## src/rtl/masked_gf16_inverter_pipe.sv

```systemverilog
// rtl/masked_gf16_inverter_pipe.sv - d-share DOM-masked GF(2^4) inverter, normal-basis GF(2^2) tower.
// Two or three enabled-cycle latency; valid token rides alongside the data.
module masked_gf16_inverter_pipe #(
    parameter int SHARES       = 2,
    parameter int EIGHT_STAGED = 0
) (
    input  logic                         ClkxCI,
    input  logic                         RstxBI,
    input  logic                         EnxSI,
    input  logic                         ValidxSI,
    input  logic [4*SHARES-1:0]          XxDI,
    input  logic [SHARES*(SHARES-1)-1:0] Zmul1xDI,
    input  logic [SHARES*(SHARES-1)-1:0] Zmul2xDI,
    input  logic [SHARES*(SHARES-1)-1:0] Zmul3xDI,
    output logic                         ValidxSO,
    output logic [4*SHARES-1:0]          QxDO
);
    localparam int ZW = SHARES * (SHARES - 1);

    function automatic logic [1:0] gf4_mul(input logic [1:0] a, input logic [1:0] b);
        logic t;
        t = (a[1] ^ a[0]) & (b[1] ^ b[0]);
        return {(a[1] & b[1]) ^ t, (a[0] & b[0]) ^ t};
    endfunction

    function automatic logic [1:0] gf4_sqsc(input logic [1:0] x);
        return {x[0], x[1] ^ x[0]};
    endfunction

    // Both cross terms of pair (i,j) share the same 2-bit slice k (lexicographic over i<j).
    function automatic logic [1:0] z_pair(input logic [ZW-1:0] z, input int i, input int j);
        int lo;
        int hi;
        int k;
        lo = (i < j) ? i : j;
        hi = (i < j) ? j : i;
        k  = lo * SHARES - (lo * (lo + 1)) / 2 + (hi - lo - 1);
        return z[2*k +: 2];
    endfunction

    logic [1:0] w_a    [SHARES];
    logic [1:0] w_b    [SHARES];
    logic [1:0] w_lin  [SHARES];
    logic [1:0] w_m1_d [SHARES][SHARES];
    logic [1:0] r_m1   [SHARES][SHARES];
    logic [1:0] r_lin  [SHARES];
    logic [1:0] r_a1   [SHARES];
    logic [1:0] r_b1   [SHARES];
    logic       r_v1;
    logic [1:0] w_e1   [SHARES];
    logic [1:0] w_e2   [SHARES];
    logic [1:0] w_a2   [SHARES];
    logic [1:0] w_b2   [SHARES];
    logic       w_v2;
    logic [1:0] w_m2_d [SHARES][SHARES];
    logic [1:0] w_m3_d [SHARES][SHARES];
    logic [1:0] r_m2   [SHARES][SHARES];
    logic [1:0] r_m3   [SHARES][SHARES];
    logic       r_v2;
    logic [1:0] w_q_hi [SHARES];
    logic [1:0] w_q_lo [SHARES];

    // Diagonal [i][i] holds the inner term; off-diagonal [i][j] is the cross term owned by domain i.
    always_comb begin
        for (int i = 0; i < SHARES; i++) begin
            w_a[i]   = XxDI[4*i+2 +: 2];
            w_b[i]   = XxDI[4*i +: 2];
            w_lin[i] = gf4_sqsc(w_a[i] ^ w_b[i]);
            for (int j = 0; j < SHARES; j++) begin
                if (i == j) begin
                    w_m1_d[i][j] = gf4_mul(w_a[i], w_b[i]);
                end else begin
                    w_m1_d[i][j] = gf4_mul(w_a[i], w_b[j]) ^ z_pair(Zmul1xDI, i, j);
                end
            end
        end
    end

    always_ff @(posedge ClkxCI or negedge RstxBI) begin
        if (!RstxBI) begin
            r_v1 <= 1'b0;
            for (int i = 0; i < SHARES; i++) begin
                r_lin[i] <= '0;
                r_a1[i]  <= '0;
                r_b1[i]  <= '0;
                for (int j = 0; j < SHARES; j++) begin
                    r_m1[i][j] <= '0;
                end
            end
        end else if (EnxSI) begin
            r_v1 <= ValidxSI;
            for (int i = 0; i < SHARES; i++) begin
                r_lin[i] <= w_lin[i];
                r_a1[i]  <= w_a[i];
                r_b1[i]  <= w_b[i];
                for (int j = 0; j < SHARES; j++) begin
                    r_m1[i][j] <= w_m1_d[i][j];
                end
            end
        end
    end

    always_comb begin
        for (int i = 0; i < SHARES; i++) begin
            w_e1[i] = r_lin[i];
            for (int j = 0; j < SHARES; j++) begin
                w_e1[i] = w_e1[i] ^ r_m1[i][j];
            end
        end
    end

    if (EIGHT_STAGED != 0) begin : g_stage2
        logic [1:0] r_e [SHARES];
        logic [1:0] r_a [SHARES];
        logic [1:0] r_b [SHARES];
        logic       r_v;

        always_ff @(posedge ClkxCI or negedge RstxBI) begin
            if (!RstxBI) begin
                r_v <= 1'b0;
                for (int i = 0; i < SHARES; i++) begin
                    r_e[i] <= '0;
                    r_a[i] <= '0;
                    r_b[i] <= '0;
                end
            end else if (EnxSI) begin
                r_v <= r_v1;
                for (int i = 0; i < SHARES; i++) begin
                    r_e[i] <= w_e1[i];
                    r_a[i] <= r_a1[i];
                    r_b[i] <= r_b1[i];
                end
            end
        end

        always_comb begin
            for (int i = 0; i < SHARES; i++) begin
                w_e2[i] = r_e[i];
                w_a2[i] = r_a[i];
                w_b2[i] = r_b[i];
            end
        end
        assign w_v2 = r_v;
    end else begin : g_bypass
        always_comb begin
            for (int i = 0; i < SHARES; i++) begin
                w_e2[i] = w_e1[i];
                w_a2[i] = r_a1[i];
                w_b2[i] = r_b1[i];
            end
        end
        assign w_v2 = r_v1;
    end

    always_comb begin
        for (int i = 0; i < SHARES; i++) begin
            for (int j = 0; j < SHARES; j++) begin
                if (i == j) begin
                    w_m2_d[i][j] = gf4_mul({w_e2[i][0], w_e2[i][1]}, w_b2[i]);
                    w_m3_d[i][j] = gf4_mul({w_e2[i][0], w_e2[i][1]}, w_a2[i]);
                end else begin
                    w_m2_d[i][j] = gf4_mul({w_e2[i][0], w_e2[i][1]}, w_b2[j]) ^ z_pair(Zmul2xDI, i, j);
                    w_m3_d[i][j] = gf4_mul({w_e2[i][0], w_e2[i][1]}, w_a2[j]) ^ z_pair(Zmul3xDI, i, j);
                end
            end
        end
    end

    always_ff @(posedge ClkxCI or negedge RstxBI) begin
        if (!RstxBI) begin
            r_v2 <= 1'b0;
            for (int i = 0; i < SHARES; i++) begin
                for (int j = 0; j < SHARES; j++) begin
                    r_m2[i][j] <= '0;
                    r_m3[i][j] <= '0;
                end
            end
        end else if (EnxSI) begin
            r_v2 <= w_v2;
            for (int i = 0; i < SHARES; i++) begin
                for (int j = 0; j < SHARES; j++) begin
                    r_m2[i][j] <= w_m2_d[i][j];
                    r_m3[i][j] <= w_m3_d[i][j];
                end
            end
        end
    end

    always_comb begin
        QxDO = '0;
        for (int i = 0; i < SHARES; i++) begin
            w_q_hi[i] = '0;
            w_q_lo[i] = '0;
            for (int j = 0; j < SHARES; j++) begin
                w_q_hi[i] = w_q_hi[i] ^ r_m2[i][j];
                w_q_lo[i] = w_q_lo[i] ^ r_m3[i][j];
            end
            QxDO[4*i +: 4] = {w_q_hi[i], w_q_lo[i]};
        end
    end

    assign ValidxSO = r_v2;
endmodule

```

## config.mk

```make
export PLATFORM = sky130hd
export DESIGN_NAME = masked_gf16_inverter_pipe
export DESIGN_NICKNAME = d
export VERILOG_FILES = /design/src/rtl/masked_gf16_inverter_pipe.sv
export SDC_FILE = /design/constraint.sdc
export NUM_CORES = 1
export LEC_CHECK = 0
export CORE_ASPECT_RATIO = 2
export CORE_MARGIN = 2
export CORE_UTILIZATION = 55
export DETAILED_ROUTE_END_ITERATION = 6
export MAX_ROUTING_LAYER = met4
export PLACE_DENSITY = 0.78
export SYNTH_ARGS = -nofsm -noshare
export SYNTH_HDL_FRONTEND = slang
export SYNTH_SLANG_ARGS = --single-unit
```

## constraint.sdc

```tcl
create_clock -name ClkxCI -period 2.8 [get_ports ClkxCI]
set_input_delay 0.28 -clock ClkxCI [delete_from_list [all_inputs] [get_ports ClkxCI]]
set_output_delay 0.28 -clock ClkxCI [all_outputs]
set_load 0.01 [all_outputs]
```

==> Word level (Yosys, flattened, before mapping) <==
Index checks and enable logic that the tools add are counted.
{ "totals": {"output_inout_bits": 9, "ff_bits": 38, "elab_cells": 108} }
{ "classes": {"n_bitwise": 88} }
{ "ops": {"columns": ["cell", "count"], "rows": [
  ["$and 1x1->1", 36],
  ["$xor 1x1->1", 36],
  ["$xor 2x2->2", 16]
]} }

==> Logic depth before layout (Yosys ltp) <==
{ "depth": {"ltp_word": 6, "ltp_mapped": 5} }

==> Least setup slack after synthesis <==
No wires, ideal clock.
{ "synth_timing": {"kind": "flip-flop to flip-flop", "startpoint": "register r_lin[3] (netlist name)", "endpoint": "register r_m3[4] (netlist name)", "slack_ns": 1.187, "path_stages_with_launch": 5, "required_ns": 2.665, "n_path_buf": 0, "arrival_time_ns": 1.478, "cell_sequence": "dfrtp_1 -> xnor3_2 -> or3_1 -> a211oi_1 -> o31ai_1"} }
{ "synth_between": {"elab_chain_len": 6, "word_cells_on_any_way": 7, "cone_classes": "bitwise (7)"} }
{ "synth_lines": {"columns": ["item", "line", "source"], "rows": [
  ["start: declaration", "46", "logic [1:0] r_lin [SHARES];"],
  ["start signal: indexed assignment", "93", "r_lin[i] <= w_lin[i];"],
  ["$xor 2x2->2 * (2 in a row)", "107", "w_e1[i] = w_e1[i] ^ r_m1[i][j];"],
  ["$xor 1x1->1", "22", "t = (a[1] ^ a[0]) & (b[1] ^ b[0]);"],
  ["$and 1x1->1", "22", null],
  ["$xor 1x1->1 *", "23", "return {(a[1] & b[1]) ^ t, (a[0] & b[0]) ^ t};"],
  ["$xor 2x2->2 *", "163", "w_m3_d[i][j] = gf4_mul({w_e2[i][0], w_e2[i][1]}, w_a2[j]) ^ z_pair(Zmul3xDI, i, j);"],
  ["end signal: indexed assignment", "183", "r_m3[i][j] <= w_m3_d[i][j];"],
  ["end: declaration", "58", "logic [1:0] r_m3 [SHARES][SHARES];"]
]} }
Mark *: on every way between the ends. The rest lies on a longest branch, timed or not.
A chain may end at the register's enable or synchronous reset.

==> Final worst setup path <==
{ "layout_timing": {"startpoint": "register r_m1[1] (netlist name)", "endpoint": "register r_m2[2] (netlist name)"} }
{ "layout_between": {"elab_chain_len": 5, "word_cells_on_any_way": 6, "cone_classes": "bitwise (6)"} }
{ "layout_lines": {"columns": ["item", "line", "source"], "rows": [
  ["start: declaration", "45", "logic [1:0] r_m1 [SHARES][SHARES];"],
  ["start signal: indexed assignment", "97", "r_m1[i][j] <= w_m1_d[i][j];"],
  ["$xor 2x2->2 *", "107", null],
  ["$xor 1x1->1", null, null],
  ["$and 1x1->1", "22", null],
  ["$xor 1x1->1 *", "23", null],
  ["$xor 2x2->2 *", "162", "w_m2_d[i][j] = gf4_mul({w_e2[i][0], w_e2[i][1]}, w_b2[j]) ^ z_pair(Zmul2xDI, i, j);"],
  ["end signal: indexed assignment", "182", "r_m2[i][j] <= w_m2_d[i][j];"],
  ["end: declaration", "57", "logic [1:0] r_m2 [SHARES][SHARES];"]
]} }
Marks and branches as above.

==> impl_metrics.tcl <==
set metrics [dict create \
    antenna_found_initial 0 \
    async_flop_share 1.00 \
    gp_congestion 0.898 \
    die-area_sq_um 5120 \
    synth.distinct_cells 38 \
    slew_headroom 0.441 \
    clk_pin_slew_ns 0.07 \
    final_common_cell "dfrtp_1" \
    cts-root-buf "clkbuf_8" \
    overflow 0 \
    critPathLaunchType "register" \
    regToRegSetupSlack_ns 0.88 \
    cts_hold_buf 0 \
    core_area_sq_um 4340 \
    post_drt_wl_per_cell_microns 16.5 \
    portBuffers 26 \
    io_pins 27 \
    cp_max_fo 13 \
    start_util 0.575 \
    cts_setup_buffers 0 \
    critPathTopFamily "XOR/XNOR gates" \
    hp-class "primary input to asynchronous set/reset pin" \
    gr-usage-all-layers 0.254 \
    synth_nets 285 \
    die_h_microns 99.2 \
    critPathCaptureType "register" \
    worst_path_max_delay_cell "xnor3_1" \
    nets 302 \
    synth_area_sq_um 2490 \
    slowest_delay_ns 0.60 \
    vias_per_cell 6.02 \
    status "finished clean" \
    cts_buffers 5 \
    reg2reg_depth 4 \
    fin_crit_ns 1.92 \
    ys.flop_type "dfrtp_1" \
    hold_violations 0 \
    dr.pass1.iters 4 \
    met2_usage 0.442 \
    synth-edff-count 0 \
    syn_inst 263 \
    first_iter_violations 43 \
    area_growth_pct 13.9 \
    grt_pass1_vias 2010 \
    post_cts_resized 0 \
    finalCritPeriodShare 0.684 \
    finalClockSkew_ns 0.00641 \
    ant_nets 0 \
    critical_path_depth 4 \
    drive_above_1_share 0.0789 \
    rsz0062_at_grt "false" \
    placement.cell_area_sq_um 2760 \
    seq_area_frac_synth 0.381 \
    p_per_area_nw_per_um2 805 \
    critical_path_buf_inv_count 0 \
    p_total_mw 2.29 \
    grt_use_met3 0.0285 \
    h-tree-depth 2 \
    slew_viol_final 0 \
    critPathKind "register to register" \
    cts_sinks 38 \
    dp_hpwl_microns 4130 \
    ir_worst_vdd_mv 0.487 \
    setup_violations 0 \
    cap_violations 0 \
    p_leak_nw 1.23 \
    cts_tree "built" \
    final_area_sq_um 2840 \
    busiest_layer "met2" \
    setup_tns_ns 0 \
    final_cell_mix "38 x dfrtp_1, 25 x clkdlybuf4s50_1, 22 x nand2_1, 20 x xnor2_1, 20 x nor2_1" \
    grt_start_max_net_pins 39 \
    drt-total-wl_microns 5510 \
    grt_first_pass_wirelength_microns 9400 \
    num_vias 2005 \
    final_util 0.655 \
    clk_path_buf_depth 2 \
    rows 34 \
    worst_pin_slew_ns 0.839 \
    clock_latency_ns 0.30 \
    drc 0 \
    avgSynthCellArea_sq_um 9.48 \
    cp_data_arrival_time_ns 2.07 \
    max_freq_mhz 522 \
    gr-usage-met1 0.269 \
    fin_hold_ws_ns 0.0842 \
    antenna_cells 0 \
    ys_ff_latch 38 \
    yosysWarnings 0 \
    path_cells "xnor3_1 > or3_1 > a211oi_1 > o31ai_1" \
    crit_required_ns 2.96 \
    die_w_microns 51.6 \
]
[metrics by stage]
stage | worst slack [ns] | cells
6_report | 0.884 | 333
5_1_grt | 0.781 | 333
4_1_cts | 0.898 | 333
3_5_place_dp | 0.850 | 327
3_3_place_gp | 0.933 | 327
2_1_floorplan | 1.19 | 263
[cells in the mapped netlist, types with 3 or more instances]
cell / n / area, sq um
or3_1: 4 / 25.0
o211a_1: 8 / 80.1
a21boi_0: 4 / 30.0
nor2_1: 20 / 75.1
nand2_1: 22 / 82.6
a21oi_1: 7 / 35.0
dfrtp_1: 38 / 951
nand3_1: 5 / 25.0
inv_1: 10 / 37.5
xnor2_1: 20 / 175
o211ai_1: 3 / 22.5
clkbuf_1: 17 / 63.8
ha_1: 4 / 50.1
a211oi_1: 8 / 60.1
xor2_1: 14 / 123
a31oi_1: 8 / 50.1
o21ai_0: 19 / 95.1
mux2_2: 7 / 78.8
o31ai_1: 10 / 75.1
nor3_1: 7 / 35.0
[metal layers]
metal,part of all wire,wire length [microns],vias up
met5,0,0,-
met4,0.035,195,0
met3,0.030,168,13
met2,0.55,3050,45
met1,0.38,2100,980
li1,-,-,967
[sequential cells by signal (all words and copies together) (netlist names)]
signal and flops:
r_m1 8, r_lin 4, r_v1 1, ValidxSO 1, r_m2 8, r_a1 4
r_m3 8, r_b1 4
[logic make-up after synthesis]
family	share of synthesized area
compound gates	0.205
simple gates	0.125
xor+xnor	0.189
flops	0.381
buf+inv	0.0472
mux	0.0316
fa+ha+maj	0.0201
[layout make-up]
type,instances,area [sq um]
repair buffers,29,278
clock buffers,6,82.6
well taps,54,67.6
multi-input cells,196,1430
flip-flops and latches,38,951
fillers,374,1500
inverters,10,37.5
[worst paths after layout]
check,from,end
max in group asynchronous,RstxBI,r_m3[7]
worst min-delay path,RstxBI,r_m1[1]
min in group ClkxCI,r_m2[4],r_m2[4]
worst min register to register,r_m2[4],r_m2[4]
worst max register to register,r_m1[1],r_m2[2]
worst max-delay path,r_m1[1],r_m2[2]
[power breakdown]
part           switching [mW]  internal [mW]
Clock                   0.192          0.190
Combinational           0.528          0.565
Sequential              0.128          0.684
Total                   0.849           1.44
(Power assumes the default switching activity.)
